<file path="config.mk">
export PLATFORM = sky130hd
export DESIGN_NAME = cordic_sched_flat
export DESIGN_NICKNAME = d
export VERILOG_FILES = /design/src/rtl/cordic_sched_if.sv /design/src/rtl/cordic_sched.sv /design/src/flat_wrapper.sv
export SDC_FILE = /design/constraint.sdc
export NUM_CORES = 1
export LEC_CHECK = 0
export CORE_ASPECT_RATIO = 0.75
export CORE_MARGIN = 2
export CORE_UTILIZATION = 43
export CTS_CLUSTER_DIAMETER = 30
export DETAILED_ROUTE_END_ITERATION = 8
export GPL_ROUTABILITY_DRIVEN = 0
export PLACE_DENSITY = 0.73
export SYNTH_ARGS = -nofsm -noshare
export SYNTH_HDL_FRONTEND = slang
export SYNTH_SLANG_ARGS = --single-unit
</file>
<file path="constraint.sdc">
create_clock -name clk -period 2 [get_ports clk]
set_clock_uncertainty 0.1 [all_clocks]
set_input_delay 0.2 -clock clk [delete_from_list [all_inputs] [get_ports clk]]
set_output_delay 0.2 -clock clk [all_outputs]
set_load 0.05 [all_outputs]
</file>
<file path="src/rtl/cordic_sched_if.sv">
// Requester and CORDIC-engine handshake bundle for cordic_sched.
// The slave modport is the scheduler. The master modport is the requesters plus the engine.
interface cordic_sched_if #(
  parameter int NREQ = 4
);
  logic [NREQ-1:0]   req;
  logic [2*NREQ-1:0] req_mode;
  logic [NREQ-1:0]   ack;
  logic [NREQ-1:0]   done;
  logic              err;
  logic              cdc_start;
  logic [1:0]        cdc_mode;
  logic              cdc_finish;

  modport master (
    output req, req_mode, cdc_finish,
    input  ack, done, err, cdc_start, cdc_mode
  );

  modport slave (
    input  req, req_mode, cdc_finish,
    output ack, done, err, cdc_start, cdc_mode
  );
endinterface

</file>
<file path="src/rtl/cordic_sched.sv">
// Round-robin scheduler that shares one cordic_top engine between NREQ requesters.
// Optional BUSY watchdog is built when CORDIC_SCHED_TIMEOUT_EN is defined.
module cordic_sched #(
  parameter int NREQ    = 4,
  parameter int IW      = 2,
  parameter int CW      = 16,
  parameter int TIMEOUT = 4096
) (
  input  logic                clk,
  input  logic                rst_n,
  cordic_sched_if.slave       bus,
  output logic                busy,
  output logic [IW-1:0]       owner,
  output logic [CW-1:0]       job_cnt
);

  typedef enum logic [2:0] {
    ST_IDLE  = 3'd0,
    ST_GRANT = 3'd1,
    ST_ISSUE = 3'd2,
    ST_BUSY  = 3'd3,
    ST_DONE  = 3'd4
  } state_t;

  state_t        state_r, state_s;
  logic [IW-1:0] rr_ptr_r, rr_next_s;
  logic [IW-1:0] win_s, owner_s;
  logic [1:0]    mode_r, mode_s;
  logic          err_r, err_s;
  logic          tmo_hit_s;

  // First set request bit at or above ptr, wrapping modulo NREQ.
  function automatic logic [IW-1:0] pick_winner(input logic [NREQ-1:0] r, input logic [IW-1:0] ptr);
    logic [IW-1:0] win;
    logic          found;
    int            idx;
    win   = ptr;
    found = 1'b0;
    for (int i = 0; i < NREQ; i++) begin
      idx = (int'(ptr) + i) % NREQ;
      if (!found && r[idx]) begin
        win   = IW'(idx);
        found = 1'b1;
      end
    end
    return win;
  endfunction

  function automatic logic [NREQ-1:0] onehot(input logic [IW-1:0] idx);
    logic [NREQ-1:0] v;
    v      = {NREQ{1'b0}};
    v[idx] = 1'b1;
    return v;
  endfunction

`ifdef CORDIC_SCHED_TIMEOUT_EN
  localparam int TW = (TIMEOUT > 2) ? $clog2(TIMEOUT) : 1;
  logic [TW-1:0] tmo_r;

  // BUSY cycle counter; zero on every cycle outside BUSY, so it clears on entry.
  always_ff @(posedge clk or negedge rst_n) begin
    if (!rst_n) begin
      tmo_r <= {TW{1'b0}};
    end else if (state_r == ST_BUSY) begin
      tmo_r <= tmo_r + TW'(1);
    end else begin
      tmo_r <= {TW{1'b0}};
    end
  end

  assign tmo_hit_s = (tmo_r == TW'(TIMEOUT - 1));
`else
  // TIMEOUT only matters when the watchdog is built in.
  logic [31:0] tmo_unused_s;
  assign tmo_unused_s = 32'(TIMEOUT);
  assign tmo_hit_s    = 1'b0;
`endif

  assign win_s     = pick_winner(bus.req, rr_ptr_r);
  assign rr_next_s = (owner == IW'(NREQ - 1)) ? {IW{1'b0}} : owner + IW'(1);

  // Next-state and latched job attributes.
  always_comb begin
    state_s = state_r;
    owner_s = owner;
    mode_s  = mode_r;
    err_s   = err_r;
    case (state_r)
      ST_IDLE: begin
        if (bus.req != {NREQ{1'b0}}) begin
          owner_s = win_s;
          mode_s  = bus.req_mode[{win_s, 1'b0} +: 2];
          state_s = ST_GRANT;
        end else begin
          state_s = ST_IDLE;
        end
      end
      ST_GRANT: begin
        if (mode_r == 2'b11) begin
          err_s   = 1'b1;
          state_s = ST_DONE;
        end else begin
          err_s   = 1'b0;
          state_s = ST_ISSUE;
        end
      end
      ST_ISSUE: state_s = ST_BUSY;
      ST_BUSY: begin
        if (bus.cdc_finish) begin
          err_s   = 1'b0;
          state_s = ST_DONE;
        end else if (tmo_hit_s) begin
          err_s   = 1'b1;
          state_s = ST_DONE;
        end else begin
          state_s = ST_BUSY;
        end
      end
      ST_DONE: state_s = ST_IDLE;
      default: state_s = ST_IDLE;
    endcase
  end

  // State and every output is registered from the next state, so no input reaches an output combinationally.
  always_ff @(posedge clk or negedge rst_n) begin
    if (!rst_n) begin
      state_r       <= ST_IDLE;
      owner         <= {IW{1'b0}};
      mode_r        <= 2'b00;
      err_r         <= 1'b0;
      rr_ptr_r      <= {IW{1'b0}};
      job_cnt       <= {CW{1'b0}};
      busy          <= 1'b0;
      bus.ack       <= {NREQ{1'b0}};
      bus.done      <= {NREQ{1'b0}};
      bus.err       <= 1'b0;
      bus.cdc_start <= 1'b0;
    end else begin
      state_r       <= state_s;
      owner         <= owner_s;
      mode_r        <= mode_s;
      err_r         <= err_s;
      busy          <= (state_s != ST_IDLE);
      bus.ack       <= (state_s == ST_GRANT) ? onehot(owner_s) : {NREQ{1'b0}};
      bus.done      <= (state_s == ST_DONE) ? onehot(owner_s) : {NREQ{1'b0}};
      bus.err       <= (state_s == ST_DONE) ? err_s : 1'b0;
      bus.cdc_start <= (state_s == ST_ISSUE);
      if (state_r == ST_DONE) begin
        rr_ptr_r <= rr_next_s;
        job_cnt  <= err_r ? job_cnt : job_cnt + CW'(1);
      end else begin
        rr_ptr_r <= rr_ptr_r;
        job_cnt  <= job_cnt;
      end
    end
  end

  assign bus.cdc_mode = mode_r;

endmodule

</file>
<file path="src/flat_wrapper.sv">
// flat-port wrapper written by rule: the top's interface ports become plain ports
module cordic_sched_flat 
#(
  parameter int NREQ    = 4,
  parameter int IW      = 2,
  parameter int CW      = 16,
  parameter int TIMEOUT = 4096
)
  (clk, rst_n, busy, owner, job_cnt, bus_req, bus_req_mode, bus_cdc_finish, bus_ack, bus_done, bus_err, bus_cdc_start, bus_cdc_mode);
  cordic_sched_if #(.NREQ(NREQ)) bus_i ();
  input  logic clk;
  input  logic rst_n;
  output logic busy;
  output logic [IW-1:0] owner;
  output logic [CW-1:0] job_cnt;
  input wire logic [$bits(bus_i.req)-1:0] bus_req;
  input wire logic [$bits(bus_i.req_mode)-1:0] bus_req_mode;
  input wire logic [$bits(bus_i.cdc_finish)-1:0] bus_cdc_finish;
  output wire logic [$bits(bus_i.ack)-1:0] bus_ack;
  output wire logic [$bits(bus_i.done)-1:0] bus_done;
  output wire logic [$bits(bus_i.err)-1:0] bus_err;
  output wire logic [$bits(bus_i.cdc_start)-1:0] bus_cdc_start;
  output wire logic [$bits(bus_i.cdc_mode)-1:0] bus_cdc_mode;
  assign bus_i.req = bus_req;
  assign bus_i.req_mode = bus_req_mode;
  assign bus_i.cdc_finish = bus_cdc_finish;
  assign bus_ack = bus_i.ack;
  assign bus_done = bus_i.done;
  assign bus_err = bus_i.err;
  assign bus_cdc_start = bus_i.cdc_start;
  assign bus_cdc_mode = bus_i.cdc_mode;
  cordic_sched #(.NREQ(NREQ), .IW(IW), .CW(CW), .TIMEOUT(TIMEOUT)) u_core (.clk(clk), .rst_n(rst_n), .bus(bus_i), .busy(busy), .owner(owner), .job_cnt(job_cnt));
endmodule
</file>
Word level (Yosys, flattened, before mapping)
Index checks and enable logic that the tools add are counted.
{"block": "classes", "n_bitwise": 4, "n_shift": 1, "magnitude_cmp": 6, "reduce_logical": 15, "n_addsub": 5, "muxes": 32, "eq_ne": 9}
{"cell": "$add 16x1->16 const B", "count": 1}
{"cell": "$mux 1", "count": 15}
{"cell": "$lt 3x4->1 const B", "count": 3}
{"cell": "$mux 2", "count": 6}
{"cell": "$pmux 3 s4", "count": 1}
{"cell": "$eq 3x2->1 const B", "count": 3}
{"cell": "$bmux 1 s2", "count": 4}
{"cell": "$mux 4", "count": 2}
{"cell": "$shiftx 8x4->2", "count": 1}
{"cell": "$eq 3x1->1 const B", "count": 2}
{"cell": "$eq 3x3->1 const B", "count": 2}
{"cell": "$lt 2x3->1 const B", "count": 2}
{"cell": "$mux 3", "count": 2}
{"cell": "$reduce_or 2->1", "count": 3}
{"cell": "$add 2x1->2 const B", "count": 2}
{"cell": "$add 2x2->2 const B", "count": 2}
{"cell": "$eq 2x2->1 const B", "count": 2}
{"cell": "$logic_and 1x1->1", "count": 4}
{"cell": "$reduce_and 2->1", "count": 2}
{"cell": "$reduce_bool 4->1", "count": 1}
{"cell": "$and 1x1->1 const A", "count": 3}
{"cell": "$logic_not 1->1", "count": 3}
{"cell": "$logic_not 3->1", "count": 1}
{"cell": "$reduce_bool 3->1", "count": 1}
{"cell": "4 further kinds", "count": 4}
{"block": "word_totals", "inputBits": 15, "output_inout_bits": 31, "wordCells": 83, "regBits": 37}

Logic depth before layout (Yosys ltp)
{"block": "depth", "depth_word": 21, "mapped_depth": 7, "mapped_depth_nobuf": 5}

Worst setup path before layout
Ideal clock, no wire load.
{"block": "synth_path", "path_kind": "reg2reg", "from": "register u_core.state_r[1]", "to": "register u_core.bus.done[1]", "period_less_slack_ns": 1.879, "setup_slack_ns": 0.121, "arrival_time_ns": 1.699, "required_ns": 1.820, "path_stages_with_launch": 6, "n_path_buf": 1, "setup_ns": 0.080, "cell_sequence": "dfrtp_1 > buf_4 > or4_4 > a2111oi_4 > a21o_4 > nor3b_2"}
{"block": "synth_between", "elab_chain_len": 7, "elab_cells_between_ends": 13, "classes_between": "order compare (2); eq/ne (4); mux (5); reduce/logical (2)"}
{"element": "start, declared", "line": "cordic_sched.sv:25", "text": "state_t state_r, state_s;"}
{"element": "start signal, assigned", "line": "cordic_sched.sv:139", "text": "state_r <= state_s;"}
{"element": "$logic_not 3->1 (*)", "line": "cordic_sched.sv:88", "text": "case (state_r)"}
{"element": "$mux 2 (*)", "line": "cordic_sched.sv:88"}
{"element": "net u_core.owner_s[0]", "line": "cordic_sched.sv:27", "text": "logic [IW-1:0] win_s, owner_s;"}
{"element": "$lt 2x3->1 (implied by the code) or $ge 2x1->1 (tied branches)", "line": "cordic_sched.sv:52", "text": "v[idx] = 1'b1;"}
{"element": "$logic_and 1x1->1 (implied by the code)", "line": "cordic_sched.sv:52"}
{"element": "$mux 1 (implied by the code)", "line": "cordic_sched.sv:52"}
{"element": "$demux 1 s2 (*)"}
{"element": "$mux 4 (*)", "line": "cordic_sched.sv:145", "text": "bus.done <= (state_s == ST_DONE) ? onehot(owner_s) : {NREQ{1'b0}};"}
{"element": "end signal, assigned", "line": "cordic_sched.sv:135", "text": "bus.done <= {NREQ{1'b0}};"}
{"element": "end signal, assigned", "line": "cordic_sched.sv:145"}
{"element": "end, declared", "line": "cordic_sched_if.sv:22", "text": "output ack, done, err, cdc_start, cdc_mode"}
Mark *: on every way through the listed nets, which the timed path passes. The rest lies on a longest branch.
A chain may end at the register's enable or synchronous reset.

Final worst setup path
Ends and elaborated chain as after synthesis.

==> out/metrics.csv <==
stage,metric,value,unit
setup_path,CP Data Required Time,2.10,ns
logic_synthesis,Synth area leaders,"dfrtp_1 (55%), xnor2_1 (4.7%), nand2_1 (3.8%), xor2_1 (3.1%), nor2_1 (2.7%)",
floorplan,# IOs,46,
finish,FILL cells,301,
finish,ratio of cells with drive above 1 in the final layout,16.36,%
placed_design,I/O Buffers,45,
logic_synthesis,Syn Inst Count,148,
logic_synthesis,net count after synthesis,165,
logic_synthesis,Synth top cells by count,"dfrtp_1 (37), nand2_1 (17), nor2_1 (12), xnor2_1 (9), inv_1 (7)",
setup_path,Critical Path Start,u_core.state_r[1],
finish,"Design Area, Final",2396,um^2
placed_design,Setup WS pre-CTS,-0.1620,ns
logic_synthesis,#FFs+latches synth,37,
sta,Final period util,94.48,%
power_and_ir_drop,Sw Pwr,1309,uW
sta,final hold vios,0,
grt,first-pass GRT wire length,6030,um
job,max-cap viol count,0,
clock_tree,Max Root-Sink Buffers,2,
setup_path,reg-to-reg startpoint,u_core.state_r[1],
logic_synthesis,Synth async-reset ratio,100.0,%
grt,pin count of the biggest net entering global routing,38,
route,via count,1323,
setup_path,crit-path max FO,5,
logic_synthesis,Post-synth EDFFs,0,
grt,initial antenna violation count,0,
floorplan,Die W,76.05,um
finish,Layout area overhead,43.12,%
logic_synthesis,"area leader, netlist",dfrtp_1,
sta,Slew @ Worst Pin,0.5151,ns
sta,final setup fails,0,
clock_tree,Clock Tree Root,clkbuf_8,
grt,Overflow after GRT,0,
logic_synthesis,cell area after synthesis,1674,um^2
route,initial drt markers,65,
logic_synthesis,cell with the most instances after synthesis,dfrtp_1,
logic_synthesis,Synth Flop Type,dfrtp_1,
logic_synthesis,Ys Warns,0,
clock_tree,TritonCTS clock tree,yes,
setup_path,Setup CP Type,reg -> reg,
sta,fin crit period,1.890,ns
route,mean routed wirelength per cell,13.60,um
logic_synthesis,top-area cell type share of the netlist area,55.31,%
route,Final ANT Viol Nets,0,
sta,RSZ-0062 raised after global routing,false,
placed_design,DP Area,2301,um^2
power_and_ir_drop,clock share of power,16.2,%
power_and_ir_drop,pwr/cell area,1318,nW/um^2
outcome,status,completed,
power_and_ir_drop,Peak VDD IR,660.0,uV
finish,Final Net Count,231,
logic_synthesis,synthesized area per cell,11.31,um^2
power_and_ir_drop,Logic pwr share,49.3,%
clock_tree,H-tree Lvls,2,
clock_tree,Num Clock Sinks,37,
clock_tree,clk slew on worst S/H paths,0.07,ns
setup_path,CP startpoint kind,flip-flop,
setup_path,"Max stage delay cell, worst path",or4_4,
setup_path,CP Cell Sequence,"or4_4, a2111oi_4, a21o_4, nor3b_2",
route,drt drc,0,
power_and_ir_drop,Switching Fraction,41.45,%
power_and_ir_drop,LEAKAGE,0.001079,uW
setup_path,Crit. End Element,flip-flop,
sta,slew margin rel.,65.55,%
floorplan,Die H,58.04,um
floorplan,FP Rows,19,
power_and_ir_drop,Internal,1850,uW
route,DRT Wirelength,3617,um
finish,Diodes inserted,0,
grt,number of global-route vias before repair,1316,
floorplan,core box area,3685,um^2
grt,GRT Overall Usage,17.57,%
floorplan,die area,4414,um^2
clock_tree,clock latency at the later pin of the worst-skew pair,0.28,ns
power_and_ir_drop,Reg power frac,34.6,%
hold_path,HP Class,in -> async,
sta,fin worst setup slack,0.1103,ns
logic_synthesis,"Seq/Total Area, Yosys",55.31,%
floorplan,Initial Util,45.43,%
route,Avg Vias per Cell,4.974,
route,TritonRoute pass-1 iters,4,
sta,max-slew violations,0,
setup_path,crit-path max cell delay,0.51,ns
placed_design,HPWL after detailed placement,2699,um
clock_tree,setup bufs post-CTS,0,
sta,Fmax achieved,529.2,MHz
setup_path,WP data arrival,1.99,ns
logic_synthesis,synth unique cells,38,
clock_tree,number of buffers created by CTS,5,
## per-stage QoR
stage                     setup TNS [ns]  instances  total power [uW]  hold WS [ns]  utilization, %
after detailed placement          -1.077        259              2654        0.3828           62.44
final                                  0        266              3159        0.2275           65.03
after CTS                              0        266              3182        0.2373           64.79
after global placement           -0.7539        259              2621        0.3609           62.44
after global routing                   0        266              3336        0.2662           65.03
after floorplan                        0        148              2092       -0.1956               -
## cells in the final DEF, fill, tap and decap left out, types with 4 or more instances in the layout
cell type        synthesis  routed
and3_1                   5       5
buf_4                    1      17
clkbuf_8                 0       6
clkdlybuf4s50_1          0      45
dfrtp_1                 37      36
inv_1                    7       7
mux2i_1                  4       4
nand2_1                 17      17
nand4_1                  4       4
nor2_1                  12      11
nor3_1                   4       4
xnor2_1                  9       9
xor2_1                   6       6
## cell families (layout without fill, tap and decap cells)
| logic type | Yosys count | in the layout | share of synthesized area, % |
|---|---|---|---|
| simple gates | 61 | 61 | 19.88 |
| mux | 7 | 7 | 4.410 |
| buf+inv | 10 | 76 | 2.541 |
| compound gates | 16 | 16 | 8.521 |
| xor+xnor | 15 | 15 | 7.848 |
| flops | 37 | 37 | 55.31 |
| fa+ha+maj | 2 | 2 | 1.495 |
## sequential cells by signal (all words and copies together), names as in the netlist, 2 cells and up
| name | cells |
|---|---|
| u_core.state_r | 3 |
| u_core.rr_ptr_r | 2 |
| u_core.bus.cdc_mode | 2 |
| u_core.job_cnt | 16 |
| u_core.bus.done | 4 |
| u_core.bus.ack | 4 |
| u_core.owner | 2 |
## power by group through the flow
stage               Combinational, uW  Clock, uW  Sequential [uW]
finish                           1560        511             1090
global route                     1660        557             1120
CTS                              1560        529             1090
detailed placement               1550          0             1110
global placement                 1520          0             1100
floorplan                         561          0             1530
## area by class of cell
cell class | count | area (um^2) | share of cell area (%)
clock buffers | 7 | 86.33 | 3.603
inverters | 7 | 26.28 | 1.097
repair buffers | 62 | 578.1 | 24.13
well taps | 52 | 65.06 | 2.715
flip-flops and latches | 37 | 927.1 | 38.69
multi-input cells | 101 | 713.2 | 29.76
## worst paths after layout
kind	slack (ns)	cells past startpoint	endpoint
max	0.11	4	u_core.bus.done[1]
min	0.23	2	u_core.job_cnt[10]
max reg2reg	0.11	4	u_core.bus.done[1]
min reg2reg	0.39	1	u_core.job_cnt[10]
max in group asynchronous	1.23	2	u_core.state_r[1]
min in group clk	0.39	1	u_core.job_cnt[10]
## routing by layer
metal | GRT usage, % | wire length [um]
met3 | 4.517 | 157
met1 | 22.69 | 1668
met4 | 7.792 | 56
met2 | 28.70 | 1735
met5 | 0 | 0
## repair_timing
action / 4_1_cts / 5_1_grt
endpoints found under the setup margin: 0 / 6
resized for setup: 0 / 3
hold buffers: 0 / 0
## critical path, delay by kind of cell (launching register included)
kind | cells | cell delay, ns
AO/OA/AOI/OAI | 2 | 0.57
flip-flops | 1 | 0.46
AND/OR/NAND/NOR | 2 | 0.68
(Power assumes the default switching activity.)
